**config.mk**
```make
export PLATFORM = sky130hd
export DESIGN_NAME = usb_tx_stuff_nrzi
export DESIGN_NICKNAME = d
export VERILOG_FILES = /design/src/rtl/usb_tx_pkg.sv /design/src/rtl/usb_run_counter.sv /design/src/rtl/usb_tx_stuff_nrzi.sv
export SDC_FILE = /design/constraint.sdc
export NUM_CORES = 1
export LEC_CHECK = 0
export BUFFER_PORTS_ARGS = -buffer_cell sky130_fd_sc_hd__buf_2
export CAP_MARGIN = 20
export CORE_AREA = 2 2 39 41
export CTS_CLUSTER_DIAMETER = 150
export DETAILED_ROUTE_END_ITERATION = 7
export DIE_AREA = 0 0 41 43
export SLEW_MARGIN = 20
export SYNTH_ARGS = -nofsm -noshare
export SYNTH_HDL_FRONTEND = slang
export SYNTH_SLANG_ARGS = --single-unit
export TNS_END_PERCENT = 5
```
**constraint.sdc**
```tcl
create_clock -name clk -period 3.9 [get_ports clk]
set_clock_uncertainty 0.15 [all_clocks]
set_input_delay 0.585 -clock clk [delete_from_list [all_inputs] [get_ports clk]]
set_output_delay 0.585 -clock clk [all_outputs]
set_load 0.01 [all_outputs]
```
**src/rtl/usb_tx_pkg.sv**
```systemverilog
// Shared types and constants for the USB TX line-coding stage.
// Holds the stuff FSM state type, the idle (J) line level and default run length.
package usb_tx_pkg;

  typedef enum logic [1:0] {
    IDLE,
    DATA,
    TAIL
  } stuff_state_t;

  localparam logic USB_J_LEVEL     = 1'b1;
  localparam int   USB_DEF_RUN_LEN = 6;

endpackage

```
**src/rtl/usb_run_counter.sv**
```systemverilog
// Run-of-ones counter for bit stuffing: clear has priority, inc saturates.
// Ports: clk, n_rst (sync, active low), inc, clr -> at_max (count == RUN_LEN).
module usb_run_counter #(
  parameter int RUN_LEN = 6,
  parameter int CNT_W   = $clog2(RUN_LEN + 1)
) (
  input  logic clk,
  input  logic n_rst,
  input  logic inc,
  input  logic clr,
  output logic at_max
);

  logic [CNT_W-1:0] cnt_q;
  logic [CNT_W-1:0] cnt_d;

  assign at_max = (cnt_q == CNT_W'(RUN_LEN));

  always_comb begin
    cnt_d = cnt_q;
    if (clr) begin
      cnt_d = '0;
    end else if (inc && !at_max) begin
      cnt_d = cnt_q + CNT_W'(1);
    end
  end

  always_ff @(posedge clk) begin
    if (!n_rst) begin
      cnt_q <= '0;
    end else begin
      cnt_q <= cnt_d;
    end
  end

endmodule

```
**src/rtl/usb_tx_stuff_nrzi.sv**
```systemverilog
// USB TX bit stuffing fused with NRZI encoding; owns the trailing stuff bit.
// Ports: clk, n_rst, bit_tick, tx_active, data_in -> shift_hold, nrzi_out,
// stuff_done, and stuff_cnt when USB_STUFF_STATS_EN is defined.
module usb_tx_stuff_nrzi
  import usb_tx_pkg::*;
#(
  parameter int RUN_LEN = USB_DEF_RUN_LEN,
  parameter int CNT_W   = $clog2(RUN_LEN + 1),
  parameter int STAT_W  = 8
) (
  input  logic              clk,
  input  logic              n_rst,
  input  logic              bit_tick,
  input  logic              tx_active,
  input  logic              data_in,
  output logic              shift_hold,
  output logic              nrzi_out,
  output logic              stuff_done
`ifdef USB_STUFF_STATS_EN
  ,
  output logic [STAT_W-1:0] stuff_cnt
`endif
);

  stuff_state_t state_q;
  stuff_state_t state_d;
  logic         nrzi_q;
  logic         nrzi_d;
  logic         done_q;
  logic         done_d;
  logic         run_inc;
  logic         run_clr;
  logic         at_max;
  logic         start_now;
  logic         stuff_now;

  usb_run_counter #(
    .RUN_LEN (RUN_LEN),
    .CNT_W   (CNT_W)
  ) u_run (
    .clk    (clk),
    .n_rst  (n_rst),
    .inc    (run_inc),
    .clr    (run_clr),
    .at_max (at_max)
  );

  assign shift_hold = (state_q == DATA) && at_max;
  assign nrzi_out   = nrzi_q;
  assign stuff_done = done_q;

  // A stuff bit goes out whenever the run is full, whether or not
  // the payload is still active (the inactive case is the tail bit).
  assign start_now = bit_tick && (state_q == IDLE) && tx_active;
  assign stuff_now = bit_tick && shift_hold;

  always_comb begin
    state_d = state_q;
    nrzi_d  = nrzi_q;
    done_d  = 1'b0;
    run_inc = 1'b0;
    run_clr = 1'b0;
    if (bit_tick) begin
      unique case (state_q)
        IDLE: begin
          if (tx_active) begin
            state_d = DATA;
            run_inc = data_in;
            run_clr = !data_in;
            nrzi_d  = data_in ? nrzi_q : !nrzi_q;
          end
        end
        DATA: begin
          unique case (1'b1)
            tx_active && at_max: begin
              run_clr = 1'b1;
              nrzi_d  = !nrzi_q;
            end
            tx_active && !at_max: begin
              run_inc = data_in;
              run_clr = !data_in;
              nrzi_d  = data_in ? nrzi_q : !nrzi_q;
            end
            !tx_active && at_max: begin
              state_d = TAIL;
              run_clr = 1'b1;
              nrzi_d  = !nrzi_q;
            end
            default: begin
              state_d = IDLE;
              run_clr = 1'b1;
              done_d  = 1'b1;
            end
          endcase
        end
        TAIL: begin
          state_d = IDLE;
          done_d  = 1'b1;
        end
        default: begin
          state_d = IDLE;
          run_clr = 1'b1;
        end
      endcase
    end
  end

  always_ff @(posedge clk) begin
    if (!n_rst) begin
      state_q <= IDLE;
      nrzi_q  <= USB_J_LEVEL;
      done_q  <= 1'b0;
    end else begin
      state_q <= state_d;
      nrzi_q  <= nrzi_d;
      done_q  <= done_d;
    end
  end

`ifdef USB_STUFF_STATS_EN
  logic [STAT_W-1:0] stat_q;
  logic [STAT_W-1:0] stat_d;

  assign stuff_cnt = stat_q;

  always_comb begin
    stat_d = stat_q;
    if (start_now) begin
      stat_d = '0;
    end else if (stuff_now && (stat_q != '1)) begin
      stat_d = stat_q + STAT_W'(1);
    end
  end

  always_ff @(posedge clk) begin
    if (!n_rst) begin
      stat_q <= '0;
    end else begin
      stat_q <= stat_d;
    end
  end
`else
  logic unused_ok;
  assign unused_ok = start_now ^ stuff_now;
`endif

endmodule

```
==> results.md <==
* Vias per inst at 4.854
* Post-CTS resize count at 0
* Die W at 41 um
* Initial antenna violation count at 0
* CTS Hold Bufs at 0
* Setup TNS at 0 ns
* Crit path max fanout at 8
* R2R Path End: u_run.cnt_q[1]
* Pre-antenna DRT Iters at 4
* DP HPWL at 667 um
* Number of synthesized register bits at 7
* WL final at 873 um
* Htree depth at 1
* Most frequent cells in the layout: buf_2, dfxtp_1, ha_1
* Core box area at 1384 um2
* Fin nets at 78
* Distinct cell type count after synthesis at 26
* Global route overflow at 0
* FMAX at 0.4770 GHz
* Number of remaining DRC errors at 0
* WHS Endpoint: state_q[0]
* Area delta synth->final at 16.75%
* Starting DRT DRC Count at 2
* Reg2reg setup slack at 2.15 ns
* Max-slew headroom at 80.88%
* CP Data Required Time at 3.16 ns
* Root Driver: clkbuf_4
* Max-Cap Viols at 0
* WL/cell at 10.65 um
* Effective utilization at floorplan at 35.08%
* Diodes inserted at 0
* Worst hold stages at 2
* Post-synth top flop: dfxtp_1
* Post-Syn Area at 485.5 um2
* GRT Util Overall at 13.61%
* First-pass GRT wire length at 1545 um
* DIE HEIGHT at 43 um
* # IOs at 8
* Std-Cell Rows at 14
* Pin count of the biggest net entering global routing at 9
* Worst skew pair latency at 0.26 ns
* Antenna Nets Post-Route at 0
* P_leak at 0.2302 nW
* FILL cells at 141
* Outcome: finished clean
* CTS Buffer Depth at 2
* Post-Syn Nets at 66
* Worst Max-Slew Pin Slew at 0.2869 ns
* TritonCTS clock tree: yes
* Clk sinks at 7
* Pwr Density at 328.1 nW/um2
* Min cycle time layout at 2.096 ns
* Post-synthesis sequential area ratio at 28.87%
* Cts bufs inserted at 3
* Number of synthesized flops with an enable pin at 0
* Cells after synthesis at 55
* Hold WC Path Type: reg -> reg
* Critical Path Source Type: register
* Synthesis Warnings at 0
* Final Hold Viols at 0
* Crit path DAT at 1.36 ns
* # port buffers at 7
* Crit share post-route at 53.75%
* Clock Pin Slew Worst Setup and Hold Paths at 0.05 ns
* Gp weighted congestion at 0.8241
* Synth async-reset ratio at 0%
* HP Start: state_q[0]
* Vias at 398
* CP endpoint kind: output pin
* Vias in the first global route at 389
* Final setup violation count at 0
* Max Slew Vio Count at 0
* Syn avg cell area at 8.827 um2
* Setup repair bufs after CTS at 0
* R2R cell count at 6
* Maximum vdd drop at 0.1788 mV
* RSZ-0062 raised after global routing: no
* Share of cells above drive strength 1 at 25.76%
* Worst R2R Start: state_q[0]
* Crit Path Class: reg -> out
* Power Total at 186.0 uW
* Die ar. at 1763 um2
critical path, cell delays in order, from the launching register on:
cell and delay, ns:
dfxtp_1 0.35, inv_1 0.09, ha_1 0.29, and3_2 0.24, buf_2 0.13
sequential cells by signal, summed over array words and instances (netlist names):
name	flops
stuff_done	1
u_run.cnt_q	3
nrzi_out	1
state_q	2
kinds of logic (layout without fill, tap and decap cells):
logic type                 Yosys count  after routing  synth area share [%]
and+or+nand+nor                     23             23                 31.70
AOI/OAI and AO/OA                   13             13                 17.27
xor gates and xnor gates             2              2                 3.609
adders and majority gates            6              6                 15.46
buffers and inverters                4             15                 3.092
DFF                                  7              7                 28.87
area by class of cell:
cell class              count  area (um2)  share of cell area (%)
well taps                  16       20.02                   3.532
flip-flops and latches      7       140.1                   24.72
repair buffers              7       35.03                   6.181
inverters                   4       15.01                   2.649
clock buffers               4       26.28                   4.636
multi-input cells          44       330.3                   58.28
worst max-delay path by stage:
stage	startpoint	end	slack (ns)	cells after the start
floorplan	state_q[1]	shift_hold	2.26	3
global placement	state_q[1]	shift_hold	2.11	4
detailed placement	state_q[1]	shift_hold	2.09	4
CTS	state_q[1]	shift_hold	1.80	4
global route	state_q[1]	shift_hold	1.70	4
finish	state_q[1]	shift_hold	1.80	4
report_power, final:
group / switching (mW) / internal, mW / leakage (nW)
Combinational: 0.0222 / 0.0154 / 0.158
Clock: 0.0305 / 0.0393 / 0.0150
Sequential: 0.00332 / 0.0752 / 0.0569
Total: 0.0560 / 0.130 / 0.230
layer usage:
metal	routed length, um	track usage (%)	vias to the layer above
li1	-	-	215
met1	441	15.31	172
met2	373	19.06	7
met3	28	4.712	4
met4	29	12.00	0
met5	0	0	-
synthesized netlist by cell type (2+ instances only):
cell type	n	area (um2)
dfxtp_1	7	140.1
ha_1	6	75.07
inv_1	4	15.01
nand2_1	4	15.01
nor2_1	4	15.01
a21oi_1	3	15.01
nand2b_1	2	12.51
nand3_1	2	10.01
nor2_2	2	12.51
nor2b_1	2	12.51
o21ai_0	2	10.01
o21ai_1	2	10.01
xnor2_1	2	17.52
through the flow:
stage | setup WS [ns] | instances | util [%] | hold slack (ns) | cell area [um2]
4_1_cts | 1.796 | 82 | 40.96 | 0.3589 | 566.8
6_report | 1.804 | 82 | 40.96 | 0.3537 | 566.8
5_1_grt | 1.704 | 82 | 40.96 | 0.3770 | 566.8
2_1_floorplan | 2.261 | 55 | - | 0.3269 | 485.5
3_5_place_dp | 2.085 | 78 | 39.06 | 0.3514 | 540.5
3_3_place_gp | 2.113 | 78 | 39.06 | 0.3410 | 540.5
Note: power is estimated with default switching activity, not from simulation.
